**src/rtl/bar_bin_pkg.sv**
```systemverilog
// Shared types and constant tables for the bar bin sequencer: FSM states,
// log-spaced bin map and per-bar reciprocals used to average each bar.
package bar_bin_pkg;

    typedef enum logic [2:0] {
        StIdle,
        StAccum,
        StDrain,
        StScale,
        StCommit
    } state_e;

    localparam int unsigned NUM_BARS = 16;
    // Sized for the default WIDTH of 12: worst case 32 bins of 14 bits.
    localparam int unsigned ACC_W    = 20;
    localparam int unsigned RECIP_W  = 17;
    localparam int unsigned CNT_W    = 6;

    localparam logic [7:0] BIN_START [NUM_BARS] = '{
        8'd0,  8'd1,  8'd2,  8'd3,  8'd4,  8'd5,  8'd7,  8'd9,
        8'd13, 8'd17, 8'd25, 8'd33, 8'd45, 8'd57, 8'd73, 8'd97
    };

    localparam logic [CNT_W-1:0] BIN_COUNT [NUM_BARS] = '{
        6'd1, 6'd1, 6'd1,  6'd1,  6'd1,  6'd2,  6'd2,  6'd4,
        6'd4, 6'd8, 6'd8,  6'd12, 6'd12, 6'd16, 6'd24, 6'd32
    };

    // ceil(65536 / count): exact for sums that are whole multiples of count.
    localparam logic [RECIP_W-1:0] RECIP [NUM_BARS] = '{
        17'd65536, 17'd65536, 17'd65536, 17'd65536,
        17'd65536, 17'd32768, 17'd32768, 17'd16384,
        17'd16384, 17'd8192,  17'd8192,  17'd5462,
        17'd5462,  17'd4096,  17'd2731,  17'd2048
    };

endpackage

```
**src/rtl/bar_bin_sequencer_if.sv**
```systemverilog
// FFT buffer side of the sequencer: new-bins pulse, single read port and the
// lock that keeps the FFT from overwriting bins during a pass.
interface bar_bin_sequencer_if #(
    parameter int unsigned ADDR_W = 8,
    parameter int unsigned DATA_W = 14
);
    logic              fft_done;
    logic [ADDR_W-1:0] bin_addr;
    logic [DATA_W-1:0] bin_data;
    logic              sample_lock;

    modport master (
        input  fft_done,
        input  bin_data,
        output bin_addr,
        output sample_lock
    );

    modport slave (
        output fft_done,
        output bin_data,
        input  bin_addr,
        input  sample_lock
    );
endinterface

```
**src/rtl/bar_scale_sat.sv**
```systemverilog
// Average one bar's accumulated sum with a reciprocal multiply and clamp the
// result to the screen height. Purely combinational.
module bar_scale_sat
    import bar_bin_pkg::*;
#(
    parameter int unsigned HW         = 5,
    parameter int unsigned MAX_HEIGHT = 30
) (
    input  logic [ACC_W-1:0]   acc_i,
    input  logic [RECIP_W-1:0] recip_i,
    output logic [HW-1:0]      height_o
);
    localparam int unsigned ProdW = ACC_W + RECIP_W;
    localparam int unsigned AvgW  = ProdW - 16;

    logic [ProdW-1:0] prod;
    logic [AvgW-1:0]  avg;

    assign prod     = ProdW'(acc_i) * ProdW'(recip_i);
    assign avg      = AvgW'(prod >> 16);
    assign height_o = (avg > AvgW'(MAX_HEIGHT)) ? HW'(MAX_HEIGHT) : avg[HW-1:0];
endmodule

```
**src/rtl/bar_bin_sequencer.sv**
```systemverilog
// Time-multiplexed bar summer: one bin per cycle into 16 log-spaced bars, committed at vsync.
// Optional build macro BAR_PEAK_DECAY_EN enables a falling peak-hold on commit.
module bar_bin_sequencer
    import bar_bin_pkg::*;
#(
    parameter int unsigned WIDTH      = 12,
    parameter int unsigned N          = 256,
    parameter int unsigned BARS       = 16,
    parameter int unsigned MAX_HEIGHT = 30,
    parameter int unsigned HW         = 5,
    parameter int unsigned DECAY      = 1,
    localparam int unsigned ADDR_W    = $clog2(N)
) (
    input  logic                     clk_25MHz,
    input  logic                     rst_n,
    input  logic                     vsync,
    input  logic [3:0]               shift,
    output logic                     busy,
    output logic [BARS-1:0][HW-1:0]  bars,
    output logic                     bars_valid,
    bar_bin_sequencer_if.master      bin_if
);
    localparam int unsigned BarW = $clog2(BARS);

    state_e                   state_q, state_d;
    logic [BarW-1:0]          bar_q, bar_d;
    logic [CNT_W-1:0]         k_q, k_d;
    logic [ACC_W-1:0]         acc_q, acc_d;
    logic [BARS-1:0][HW-1:0]  shadow_q, shadow_d;
    logic [BARS-1:0][HW-1:0]  bars_q, bars_d;
    logic                     bars_valid_q, bars_valid_d;
    logic                     pending_q, pending_d;
    logic [1:0]               vs_q, vs_d;

    logic [WIDTH+1:0]         sample_raw;
    logic [ACC_W-1:0]         sample;
    logic                     start;
    logic [HW-1:0]            scaled;
    logic [HW-1:0]            commit_val;

    assign sample_raw = bin_if.bin_data >> shift;
    assign sample     = ACC_W'(sample_raw);
    assign start      = (state_q == StIdle) && vs_q[0] && !vs_q[1] && pending_q;
    assign vs_d       = {vs_q[0], vsync};
    assign pending_d  = (pending_q && !start) || bin_if.fft_done;

    bar_scale_sat #(
        .HW         (HW),
        .MAX_HEIGHT (MAX_HEIGHT)
    ) u_scale (
        .acc_i    (acc_q),
        .recip_i  (RECIP[bar_q]),
        .height_o (scaled)
    );

`ifdef BAR_PEAK_DECAY_EN
    logic [HW-1:0] prev_decayed;
    // Compare against the committed bar so the peak falls once per frame.
    assign prev_decayed = (bars_q[bar_q] > HW'(DECAY)) ? bars_q[bar_q] - HW'(DECAY) : '0;
    assign commit_val   = (scaled > prev_decayed) ? scaled : prev_decayed;
`else
    logic unused_decay;
    assign unused_decay = ^DECAY;
    assign commit_val   = scaled;
`endif

    always_comb begin
        state_d      = state_q;
        bar_d        = bar_q;
        k_d          = k_q;
        acc_d        = acc_q;
        shadow_d     = shadow_q;
        bars_d       = bars_q;
        bars_valid_d = 1'b0;
        unique case (state_q)
            StIdle: begin
                if (start) begin
                    state_d = StAccum;
                    bar_d   = '0;
                    k_d     = '0;
                end
            end
            StAccum: begin
                // Data arrives one cycle after its address, so k=0 only clears.
                acc_d = (k_q == '0) ? '0 : acc_q + sample;
                if (k_q == BIN_COUNT[bar_q] - CNT_W'(1)) begin
                    state_d = StDrain;
                end else begin
                    k_d = k_q + CNT_W'(1);
                end
            end
            StDrain: begin
                acc_d   = acc_q + sample;
                state_d = StScale;
            end
            StScale: begin
                shadow_d[bar_q] = commit_val;
                k_d             = '0;
                if (bar_q == BarW'(BARS - 1)) begin
                    state_d = StCommit;
                end else begin
                    bar_d   = bar_q + BarW'(1);
                    state_d = StAccum;
                end
            end
            StCommit: begin
                bars_d       = shadow_q;
                bars_valid_d = 1'b1;
                state_d      = StIdle;
            end
            default: state_d = StIdle;
        endcase
    end

    always_ff @(posedge clk_25MHz or negedge rst_n) begin
        if (!rst_n) begin
            state_q      <= StIdle;
            bar_q        <= '0;
            k_q          <= '0;
            acc_q        <= '0;
            shadow_q     <= '0;
            bars_q       <= '0;
            bars_valid_q <= 1'b0;
            pending_q    <= 1'b0;
            vs_q         <= '0;
        end else begin
            state_q      <= state_d;
            bar_q        <= bar_d;
            k_q          <= k_d;
            acc_q        <= acc_d;
            shadow_q     <= shadow_d;
            bars_q       <= bars_d;
            bars_valid_q <= bars_valid_d;
            pending_q    <= pending_d;
            vs_q         <= vs_d;
        end
    end

    assign bin_if.bin_addr    = (state_q == StAccum) ?
                                ADDR_W'(BIN_START[bar_q]) + ADDR_W'(k_q) : '0;
    assign busy               = (state_q != StIdle);
    assign bin_if.sample_lock = busy;
    assign bars               = bars_q;
    assign bars_valid         = bars_valid_q;
endmodule

```
**src/flat_wrapper.sv**
```systemverilog
// flat-port wrapper written by rule: the top's interface ports become plain ports
module bar_bin_sequencer_flat import bar_bin_pkg::*;
#(
    parameter int unsigned WIDTH      = 12,
    parameter int unsigned N          = 256,
    parameter int unsigned BARS       = 16,
    parameter int unsigned MAX_HEIGHT = 30,
    parameter int unsigned HW         = 5,
    parameter int unsigned DECAY      = 1,
    localparam int unsigned ADDR_W    = $clog2(N)
)
  (clk_25MHz, rst_n, vsync, shift, busy, bars, bars_valid, bin_if_fft_done, bin_if_bin_data, bin_if_bin_addr, bin_if_sample_lock);
  bar_bin_sequencer_if #(.ADDR_W(8), .DATA_W(14)) bin_if_i ();
  input  logic clk_25MHz;
  input  logic rst_n;
  input  logic vsync;
  input  logic [3:0] shift;
  output logic busy;
  output logic [BARS-1:0][HW-1:0] bars;
  output logic bars_valid;
  input wire logic [$bits(bin_if_i.fft_done)-1:0] bin_if_fft_done;
  input wire logic [$bits(bin_if_i.bin_data)-1:0] bin_if_bin_data;
  output wire logic [$bits(bin_if_i.bin_addr)-1:0] bin_if_bin_addr;
  output wire logic [$bits(bin_if_i.sample_lock)-1:0] bin_if_sample_lock;
  assign bin_if_i.fft_done = bin_if_fft_done;
  assign bin_if_i.bin_data = bin_if_bin_data;
  assign bin_if_bin_addr = bin_if_i.bin_addr;
  assign bin_if_sample_lock = bin_if_i.sample_lock;
  bar_bin_sequencer #(.WIDTH(WIDTH), .N(N), .BARS(BARS), .MAX_HEIGHT(MAX_HEIGHT), .HW(HW), .DECAY(DECAY)) u_core (.clk_25MHz(clk_25MHz), .rst_n(rst_n), .vsync(vsync), .shift(shift), .busy(busy), .bars(bars), .bars_valid(bars_valid), .bin_if(bin_if_i));
endmodule
```
**config.mk**
```make
export PLATFORM = sky130hd
export DESIGN_NAME = bar_bin_sequencer_flat
export DESIGN_NICKNAME = d
export VERILOG_FILES = /design/src/rtl/bar_bin_pkg.sv /design/src/rtl/bar_bin_sequencer_if.sv /design/src/rtl/bar_scale_sat.sv /design/src/rtl/bar_bin_sequencer.sv /design/src/flat_wrapper.sv
export SDC_FILE = /design/constraint.sdc
export NUM_CORES = 1
export LEC_CHECK = 0
export ABC_AREA = 1
export BUFFER_PORTS_ARGS = -buffer_cell sky130_fd_sc_hd__buf_2
export CAP_MARGIN = 0
export CORE_MARGIN = 3
export CORE_UTILIZATION = 60
export CTS_BUF_LIST = sky130_fd_sc_hd__clkbuf_8
export DETAILED_ROUTE_END_ITERATION = 8
export GPL_ROUTABILITY_DRIVEN = 0
export PLACE_DENSITY = 0.79
export SYNTH_ARGS = -nofsm -noshare
export SYNTH_HDL_FRONTEND = slang
export SYNTH_SLANG_ARGS = --single-unit
```
**constraint.sdc**
```tcl
create_clock -name clk_25MHz -period 8 [get_ports clk_25MHz]
set_clock_uncertainty 0.05 [all_clocks]
set_input_delay 1.2 -clock clk_25MHz [delete_from_list [all_inputs] [get_ports clk_25MHz]]
set_output_delay 1.2 -clock clk_25MHz [all_outputs]
set_load 0.01 [all_outputs]
```
[Yosys cells after proc, flatten, opt, wreduce, memory -nomap -nowiden]
Memories as Yosys holds them, arrays and structs flattened.
Index checks and enable logic that the tools add are counted.
Word-level totals
  flip-flop bits (word level): 197
  ROM bits: 496
  output and inout bits: 91
  memories: 3
Memory list
  (no name shown): words 16, bits a word 17, rd ports 1, clocked after memory_dff 0, wr ports 0, line bar_bin_sequencer.sv:52  | .recip_i (RECIP[bar_q]),
  (no name shown): words 16, bits a word 8, rd ports 1, clocked after memory_dff 0, wr ports 0, line bar_bin_sequencer.sv:140  | ADDR_W'(BIN_START[bar_q]) + ADDR_W'(k_q) : '0;
  (no name shown): words 16, bits a word 6, rd ports 1, clocked after memory_dff 0, wr ports 0, line bar_bin_sequencer.sv:86  | if (k_q == BIN_COUNT[bar_q] - CNT_W'(1)) begin
Operators by class
  $add $sub $neg: 5
  $mul: 1
  order comparisons: 4
  equality and inequality tests: 10
  shift-type cells: 1
  muxes and demuxes: 24
  bitwise gates (word level): 1
  reduce and logical (&&, ||, !) cells: 17
Operator list (number)
  bitwise mux 80 bit: 1
  case mux 20 bit (2 select lines): 1
  multiplier 20 x 17 -> 37 bit: 1
  2-to-1 mux 17 bit: 2
  2-to-1 mux 6 bit: 4
  2-to-1 mux 8 bit: 3
  greater-than comparator 21 x 5 -> 1 bit, second input constant: 1
  adder 20 x 14 -> 20 bit: 1
  demux 5 bit (select 4 bit): 1
  2-to-1 mux 20 bit: 1
  case mux 6 bit (3 select lines): 1
  >> shifter 14 x 4 -> 14 bit: 1
  case mux 3 bit (4 select lines): 1
  2-to-1 mux 5 bit: 2
  2-to-1 mux 3 bit: 3
  adder 8 x 6 -> 8 bit: 1
  2-to-1 mux 4 bit: 2
  case mux 4 bit (2 select lines): 1
  adder 6 x 1 -> 6 bit, second input constant: 1
  == test 3 x 2 -> 1 bit, second input constant: 2
  == test 6 bit: 1
  zero test 6 bit: 1
  AND reduction 3 bit: 2
  nonzero test 3 bit: 2
  other kinds (18): 26

[Depth between registers and ports, before layout]
Gate-level depths: netlist of the first run.
  word-level depth: 8
  mapped depth: 41
  depth with buffers taken out: 38

[Hierarchy]
Synthesis of the first run repeated with hierarchy kept, for this count alone.
Unflattened totals
  cell total of the unflattened synthesis: 2890
  area, all modules: 21618.2 µm²
By module, submodules not included
  bar_scale_sat: times used 1, cells an instance 1742, area an instance 12225.5 µm², sequential area each 0.0 µm²
  bar_bin_sequencer: times used 1, cells an instance 1148, area an instance 9392.8 µm², sequential area each 4929.7 µm²

[Worst setup path after synthesis of the first run]
No wires, ideal clock.
  path kind: flip-flop to flip-flop
  from: reg u_core.bar_q[1]
  to: reg u_core.shadow_q[18] (netlist bit)
  library setup time: 0.117 ns
  arrival time: 6.890 ns
  data required time: 7.833 ns
  slack: 0.943 ns
  stages on the path, launching flop included: 37
  path buffers: 3
  clock period less this slack: 7.057 ns
  cell sequence: dfrtp_1 -> ha_1 -> ha_1 -> or2_2 -> o21ai_0 -> nor2_1 -> inv_1 -> clkbuf_1 -> nor2_1 -> fa_1 -> inv_1 -> fa_1 -> fa_1 -> fa_1 -> inv_1 -> fa_1 -> inv_1 -> fa_1 -> inv_1 -> ha_1 -> nand2_1 -> nor2_1 -> nand2_1 -> nor3_1 -> nand2_1 -> nand2_1 -> nand2_1 -> nand2_1 -> nand3_1 -> nor2_1 -> nand2_1 -> nor2_2 -> buf_6 -> nand3_4 -> buf_6 -> nand2_1 -> nand2_1
On the way
  cells in the longest elaborated chain, start to end: 8
RTL lines
  from (decl): line bar_bin_sequencer.sv:26  | logic [BarW-1:0] bar_q, bar_d;
  from (signal assigned): line bar_bin_sequencer.sv:128  | bar_q <= bar_d;
  NOT 4 -> 5 bit (implied by the code): line bar_bin_sequencer.sv:52
  memory (16 x 17 bit)
  2-to-1 mux 17 bit (implied by the code) (2 in series): line bar_bin_sequencer.sv:52
  multiplier 20 x 17 -> 37 bit: line bar_scale_sat.sv:19  | assign prod = ProdW'(acc_i) * ProdW'(recip_i);
  greater-than comparator 21 x 5 -> 1 bit: line bar_scale_sat.sv:21  | assign height_o = (avg > AvgW'(MAX_HEIGHT)) ? HW'(MAX_HEIGHT) : avg[HW-1:0];
  2-to-1 mux 5 bit: line bar_scale_sat.sv:21
  bitwise mux 80 bit (*): line bar_bin_sequencer.sv:97  | shadow_d[bar_q] = commit_val;
  to (signal assigned): line bar_bin_sequencer.sv:131  | shadow_q <= shadow_d;
  to (decl): line bar_bin_sequencer.sv:29  | logic [BARS-1:0][HW-1:0] shadow_q, shadow_d;
Mark *: on every way between the ends. The rest lies on a longest branch, timed or not. The select of a mux whose other input is x is not followed.
A chain may end at the register's enable or synchronous reset.

[Worst setup path after layout of the first run]
  from: reg u_core.bar_q[0]
  to: reg u_core.shadow_q[48] (netlist bit)
Same word-level chain as after synthesis.

==> results.txt, run 1 <==
----------------------------------------------------
[Critical path]
  Worst path required time ... 8.32 ns
  Worst flop-to-flop path endpoint ... u_core.shadow_q[48]
  Crit end category ... flip-flop
  Data arrival time of the critical path ... 7.95 ns
  Buf+Inv Stages, Crit Path ... 9
  Worst-case reg-to-reg path depth ... 32
  Cell at the slowest stage of the critical path ... fa_1
  Kind of launch point of the worst setup path ... flip-flop
  Family of cells with the greatest summed delay on the critical path ... adder cells
  Classification of the worst setup path ... flip-flop to flip-flop
  Most common cell type on the critical path ... fa_1
  Critical R2R Launch ... u_core.bar_q[0]
  Largest fanout of any net on the critical path ... 8
  Reg2Reg Setup Slack ... 0.37 ns
  CP Launch Point ... u_core.bar_q[0]
  Worst path max stage delay ... 0.56 ns

[Clock network]
  CTS tree ... done
  Master cell of the clock root buffer ... clkbuf_8
  Insertion delay of the later-clocked pin in the worst-skew pair ... 0.50 ns
  Clock input transition at the sequential cells of the worst setup and hold paths ... 0.12 ns
  Number of clock sinks ... 197
  Maximum root-to-sink buffer count ... 2
  Maximum level of the CTS H-tree ... 4
  Inserted Clock Buffers ... 17

[Route]
  Detail Route Antenna Nets ... 0
  First-pass detailed-route iteration total ... 6
  Number of DRC violations after detailed-routing iteration 0 ... 1934
  Residual DRC ... 0
  Vias ... 17300
  Total wire length after detailed routing ... 52600 um
  Detailed-route wire length per cell ... 16.7 um
  Ratio of routed vias to standard cells ... 5.49

[Status]
  Result of the run ... completed

[Final layout]
  Multi-input gate area in the final layout ... 12900 um^2
  Total non-filler cell area in the finished layout ... 21700 um^2
  P&R area growth vs syn ... 8.75%
  Fraction of layout instances using a drive strength above 1 ... 9.04%
  ANT cells ... 0
  Layout filler cell count ... 2677
  Footprint of the flip-flops and latches ... 4930 um^2
  Post-layout nets ... 3106

[Synth]
  Most used flip-flop cell after synthesis ... dfrtp_1
  Register bit total from synthesis ... 197
  Mean post-synth cell area ... 7.74 um^2
  Syn Inst Count ... 2578
  Yosys synthesis warning count ... 0
  Net count of the mapped netlist ... 2988
  Fraction of the yosys area taken by sequential cells ... 24.7%
  Number of library cell types mapped by synthesis ... 49
  FFs w/ async S/R, synth ... 100%
  Number of flops mapped to enable cells by yosys ... 0
  Cell Area, Synth ... 19900 um^2

[Global routing]
  Number of global-route vias before repair ... 17000
  Maximum number of pins on one net before global-route repair ... 103
  Total GRT Usage ... 29.4%
  Global route overflow ... 0
  Wire length of the first global-routing pass ... 84300 um
  Antenna violations before repair ... 0

[Power and ir drop]
  VDD IR max ... 0.000168 V
  Power per standard cell area ... 150 nW/um^2
  Leakage power figure ... 12.4 nW

[STA]
  Final number of setup-violating endpoints ... 0
  Final period util ... 95.3%
  Max_slew headroom ... 32.4%
  Setup slack after layout ... 0.372 ns
  Hold Fails Final Rpt ... 0
  Final count of pins violating max slew ... 0
  Worst slack on hold paths ... 0.352 ns
  F_max ... 131 MHz
  Minimum period implied by the final worst setup slack ... 7.63 ns
  Slew at the pin closest to its max-slew limit ... 1.01 ns

[Placed design]
  Total placed instance area ... 21000 um^2
  Count of buffers from port buffering ... 112
  DP Worst Slack ... 0.0227 ns
  Placed wire-length estimate ... 41500 um

[Floorplanning]
  Die Outline Area ... 35500 um^2
  Initial standard-cell utilization of the core ... 61.2%
  Overall die width ... 188 um
  Count of standard-cell rows ... 66
  Boundary pin count ... 113
  Die height ... 188 um
  Placeable core region ... 32600 um^2

[Hold path]
  Hold Path Origin ... u_core.vs_q[0]
  Min-delay worst type ... flip-flop to flip-flop
  Worst Hold End ... u_core.vs_q[1]
  Number of cells on the worst hold path ... 0

[Flow run]
  Max Cap Viol ... 0

----------------------------------------------------
==> layout by cell type, fill, tap and decap left out, types with 4 or more instances in the layout <==
master,instances
ha_1,137
o21ai_0,70
o21ai_1,8
clkinvlp_4,6
clkinv_1,5
buf_4,33
a31oi_1,7
clkbuf_8,18
fa_1,251
dfrtp_1,194
clkinv_8,6
o22ai_1,13
nand2_1,817
nor2_1,228
nand3_1,51
xor2_1,11
o21bai_1,7
inv_1,513
nand3_4,7
xnor2_1,6
inv_2,16
or2_2,6
nor3_1,22
buf_2,111
nand3b_1,5
nor2_4,4
nand4_1,29
nor2_2,15
a21oi_1,67
==> worst max-delay path by stage <==
stage          depth (start not counted)                  end  slack (ns)
4_1_cts                               33  u_core.shadow_q[48]        0.04
3_3_place_gp                          33  u_core.shadow_q[13]        0.25
2_1_floorplan                         36  u_core.shadow_q[18]        0.94
5_1_grt                               34  u_core.shadow_q[46]       -0.04
3_5_place_dp                          31   u_core.shadow_q[3]        0.02
6_report                              32  u_core.shadow_q[48]        0.37
==> power by group <==
part / internal (mW) / total, mW / switching [mW]
combinational: 0.419 / 1.39 / 0.969
clock: 0.241 / 0.667 / 0.426
sequential: 1.08 / 1.19 / 0.112
==> routing by layer <==
layer / wire length [um] / GRT usage (%) / vias to the layer above
li1: - / - / 7967
met1: 20600 / 38.8 / 8301
met2: 24800 / 47.7 / 861
met3: 4600 / 5.51 / 174
met4: 2690 / 13.4 / 0
met5: 0 / 0 / -
==> layout make-up <==
class / instances / area share (%)
Clock inverter: 15 / 0.854
Inverter: 538 / 9.38
Tap cell: 442 / 2.55
Timing Repair inverter: 2 / 0.0692
Clock buffer: 17 / 1.08
Timing Repair Buffer: 147 / 3.95
Sequential cell: 197 / 22.7
Multi-Input combinational cell: 1793 / 59.4
==> metrics by stage <==
step | power (mW) | TNS [ns] | instances | util [%]
after floorplan | 2.06 | 0 | 2578 | -
after global placement | 2.39 | 0 | 3102 | 64.4
after detailed placement | 2.43 | 0 | 3102 | 64.4
after CTS | 3.09 | 0 | 3134 | 65.7
after global routing | 3.44 | -0.275 | 3151 | 66.5
final | 3.24 | 0 | 3151 | 66.5
==> synth_stat cells (all sizes together), types with 2 or more instances <==
library cell / n / area, um^2
inv: 532 / 2000
clkbuf: 36 / 135
a31oi: 7 / 43.8
or2: 6 / 37.5
nand3b: 5 / 37.5
nor3: 24 / 136
nand3: 56 / 328
a211oi: 2 / 15.0
mux2i: 3 / 30.0
fa: 251 / 5020
a21boi: 3 / 22.5
buf: 17 / 121
ha: 137 / 1710
a21o: 2 / 15.0
xor2: 11 / 96.3
dfrtp: 197 / 4930
nand4: 29 / 181
o22ai: 13 / 81.3
o21bai: 7 / 52.6
o21ai: 79 / 399
nor2: 247 / 945
nand2: 820 / 3080
and3: 2 / 12.5
a21oi: 68 / 344
xnor2: 7 / 61.3
clkinv: 6 / 22.5
o211ai: 3 / 22.5
==> sequential cells by signal, indices dropped and copies added (netlist names) <==
register / cells
u_core.pending_q: 1
u_core.vs_q: 2
u_core.shadow_q: 80
u_core.k_q: 6
u_core.bars_valid: 1
u_core.state_q: 3
u_core.bar_q: 4
u_core.bars: 80
u_core.acc_q: 20
==> what timing repair did <==
action / 4_1_cts / 5_1_grt
endpoints found under the setup margin: 6 / 80
gates cloned: 0 / 5
pin swaps: 0 / 2
resized for setup: 2 / 34
setup buffers: 0 / 12
hold buffers: 0 / 0
==> cells by family (layout without fill, tap and decap cells) <==
family | after synthesis | count (layout) | synth area share [%]
buf+inv | 591 | 719 | 11.4
mux | 3 | 3 | 0.151
compound gates | 190 | 190 | 5.24
xor+xnor | 18 | 18 | 0.790
fa+ha+maj | 388 | 388 | 33.8
flops | 197 | 197 | 24.7
simple gates | 1191 | 1194 | 23.9
Power figures use the tool's default switching activity.
==> run 2, diff against run 1 <==
--- a/config.mk
+++ b/config.mk
@@ -9,7 +9,7 @@
 export BUFFER_PORTS_ARGS = -buffer_cell sky130_fd_sc_hd__buf_2
 export CAP_MARGIN = 0
 export CORE_MARGIN = 3
-export CORE_UTILIZATION = 60
+export CORE_UTILIZATION = 58
 export CTS_BUF_LIST = sky130_fd_sc_hd__clkbuf_8
 export DETAILED_ROUTE_END_ITERATION = 8
 export GPL_ROUTABILITY_DRIVEN = 0
==> constraint.sdc (replaced) <==
create_clock -name clk_25MHz -period 6.3 [get_ports clk_25MHz]
set_clock_uncertainty 0.05 [all_clocks]
set_input_delay 0.945 -clock clk_25MHz [delete_from_list [all_inputs] [get_ports clk_25MHz]]
set_output_delay 0.945 -clock clk_25MHz [all_outputs]
set_load 0.01 [all_outputs]
==> results.txt, run 2 (synthesis gave the netlist of run 1 again) <==
----------------------------------------------------
[Hold path]
  Worst Hold End ... u_core.vs_q[1]
  Hold Path Origin ... u_core.vs_q[0]
  Number of cells on the worst hold path ... 0 (unchanged)
  Min-delay worst type ... flip-flop to flip-flop

[Status]
  Result of the run ... finished with violations
  Violations in the final reports ... negative setup slack

[Placed design]
  Placed wire-length estimate ... 46600 um (+12%)
  Total placed instance area ... 23100 um^2 (+10%)
  Count of buffers from port buffering ... 112 (unchanged)
  Total placed cells including tap cells ... 3299 (+6.4%)

[Global routing]
  Maximum number of pins on one net before global-route repair ... 84 (-18%)
  Wire length of the first global-routing pass ... 97300 um (+15%)
  Global route overflow ... 0 (unchanged)
  Antenna violations before repair ... 0 (unchanged)
  Total GRT Usage ... 33.9% (+4.5 points)
  Number of global-route vias before repair ... 19400 (+14%)

[Clock network]
  Number of clock sinks ... 197 (unchanged)
  Clock input transition at the sequential cells of the worst setup and hold paths ... 0.12 ns (about the same)
  Maximum level of the CTS H-tree ... 4 (unchanged)
  CTS tree ... done
  Maximum root-to-sink buffer count ... 2 (unchanged)
  Inserted Clock Buffers ... 17 (unchanged)
  Insertion delay of the later-clocked pin in the worst-skew pair ... 0.53 ns (+0.03 ns)
  Master cell of the clock root buffer ... clkbuf_8
  Number of hold-repair buffers added at the cts stage ... 0 (unchanged)

[Final layout]
  Commonest non-fill, non-tap cell in the layout ... nand2_1
  Post-layout nets ... 3307 (+6.5%)
  Total non-filler cell area in the finished layout ... 24700 um^2 (+14%)
  ANT cells ... 0 (unchanged)
  Footprint of the flip-flops and latches ... 4930 um^2 (unchanged)
  Fraction of layout instances using a drive strength above 1 ... 24.1% (+15 points)
  P&R area growth vs syn ... 23.8%
  Multi-input gate area in the final layout ... 14100 um^2 (+9.4%)
  Post-layout instance count excluding filler cells ... 3358 (+6.6%)
  Commonest cells after routing, fill and taps aside ... nand2_1 (731), inv_1 (483), fa_1 (234)
  Share of the core filled with cells in the final layout ... 73.3% (+6.8 points)
  Layout filler cell count ... 2269 (-15%)

[Power and ir drop]
  VDD IR max ... 0.000209 V (+24%)
  Power per standard cell area ... 201 nW/um^2 (+34%)
  Leakage power figure ... 13.7 nW (+11%)

[STA]
  Hold Fails Final Rpt ... 0 (unchanged)
  Final period util ... 115% (+19 points)
  Minimum period implied by the final worst setup slack ... 7.23 ns (-0.401 ns)
  Setup slack after layout ... -0.927 ns (-1.30 ns)
  Max_slew headroom ... 10.3% (-22 points)
  Setup repair after global routing missed its margin ... yes
  F_max ... 138 MHz (+5.5%)
  Final number of setup-violating endpoints ... 80 (+80)
  Final count of pins violating max slew ... 0 (unchanged)
  Slew at the pin closest to its max-slew limit ... 1.33 ns (+0.324 ns)

[Critical path]
  Reg2Reg Setup Slack ... -0.93 ns (-1.30 ns)
  Critical R2R Launch ... u_core.bar_q[1]
  Worst-case reg-to-reg path depth ... 33 (+3.1%)
  Kind of launch point of the worst setup path ... flip-flop
  Classification of the worst setup path ... flip-flop to flip-flop
  Cell at the slowest stage of the critical path ... fa_1
  Crit end category ... flip-flop
  Worst path required time ... 6.66 ns (-1.66 ns)
  Largest fanout of any net on the critical path ... 8 (unchanged)
  Data arrival time of the critical path ... 7.59 ns (-0.36 ns)
  Worst flop-to-flop path endpoint ... u_core.shadow_q[54]
  Worst path max stage delay ... 0.57 ns (about the same)

[Flow run]
  Max Cap Viol ... 0 (unchanged)

[Route]
  First-pass detailed-route iteration total ... 7 (+1)
  Vias ... 19100 (+10%)
  Detail Route Antenna Nets ... 0 (unchanged)
  Number of DRC violations after detailed-routing iteration 0 ... 2100 (+8.6%)
  Residual DRC ... 0 (unchanged)
  Detailed-route wire length per cell ... 19.1 um (+14%)
  Ratio of routed vias to standard cells ... 5.69 (+3.6%)
  Total wire length after detailed routing ... 64100 um (+22%)

[Floorplanning]
  Placeable core region ... 33700 um^2 (+3.3%)
  Count of standard-cell rows ... 67 (+1.5%)
  Overall die width ... 191 um (+1.7%)
  Boundary pin count ... 113 (unchanged)
  Die height ... 191 um (+1.7%)
  Initial standard-cell utilization of the core ... 59.2% (-2.0 points)
  Die Outline Area ... 36700 um^2 (+3.3%)

----------------------------------------------------
## run 2: cell count changes in the layout (fill, tap and decap cells not counted), moves of 30 or more
cell     change
buf_4      +183
inv_1       -30
nand2_1     -86
nand2_2     +68
nor2_1      -55
nor2_4      +36
## run 2: critical path: cells and delay by family, from the launching register on
| kind | cells | cell delay, ns |
|---|---|---|
| adder cells (fa/ha/maj) | 9 | 3.60 |
| AND/OR/NAND/NOR | 17 | 2.00 |
| buffers and inverters | 6 | 0.93 |
| flip-flops | 1 | 0.46 |
| AO/OA/AOI/OAI | 1 | 0.06 |
## run 2: what timing repair did
action / CTS / global route
pin swaps: 64 / 57
cloned: 5 / 2
setup endpoints to repair: 80 / 80
buffers inserted: 9 / 12
resized for setup: 113 / 124
## run 2: area by class of cell
type	instances	share of cell area, %
Timing Repair inverter	1	0.0304
Tap cell	448	2.27
Clock inverter	15	0.902
Multi-Input combinational cell	1793	57.0
Timing Repair Buffer	349	10.6
Clock buffer	17	0.947
Inverter	538	8.27
Sequential cell	197	20.0
## run 2: per-stage QoR
step	power (mW)	hold WS [ns]	setup TNS, ns	worst slack [ns]
3_5_place_dp	3.48	0.331	-57.27	-0.804
4_1_cts	4.61	0.354	-39.32	-0.566
5_1_grt	5.16	0.361	-79.97	-1.11
6_report	4.96	0.346	-67.46	-0.927
2_1_floorplan	2.72	0.304	-3.82	-0.114
3_3_place_gp	3.43	0.311	-47.83	-0.651
## run 2: worst max path at each step
stage          depth (start not counted)  slack [ns]                  end       startpoint
2_1_floorplan                         38       -0.11  u_core.shadow_q[21]  u_core.bar_q[0]
3_3_place_gp                          32       -0.65  u_core.shadow_q[37]  u_core.bar_q[1]
3_5_place_dp                          34       -0.80  u_core.shadow_q[21]  u_core.bar_q[1]
4_1_cts                               39       -0.57  u_core.shadow_q[44]  u_core.bar_q[1]
5_1_grt                               38       -1.11  u_core.shadow_q[18]  u_core.bar_q[1]
6_report                              33       -0.93  u_core.shadow_q[54]  u_core.bar_q[1]
## run 2: where the power goes
group          internal (mW)  switching (mW)  total, mW
clock                  0.353           0.601      0.954
combinational          0.946            1.60       2.55
sequential              1.37          0.0912       1.46
## run 2: metal layers
layer	global-route usage [%]	vias to the layer above	part of all wire [%]
met1	42.4	9183	36
met4	15.9	0	6.2
met5	0	-	0
met3	7.50	337	10
li1	-	8379	-
met2	56.3	1212	48
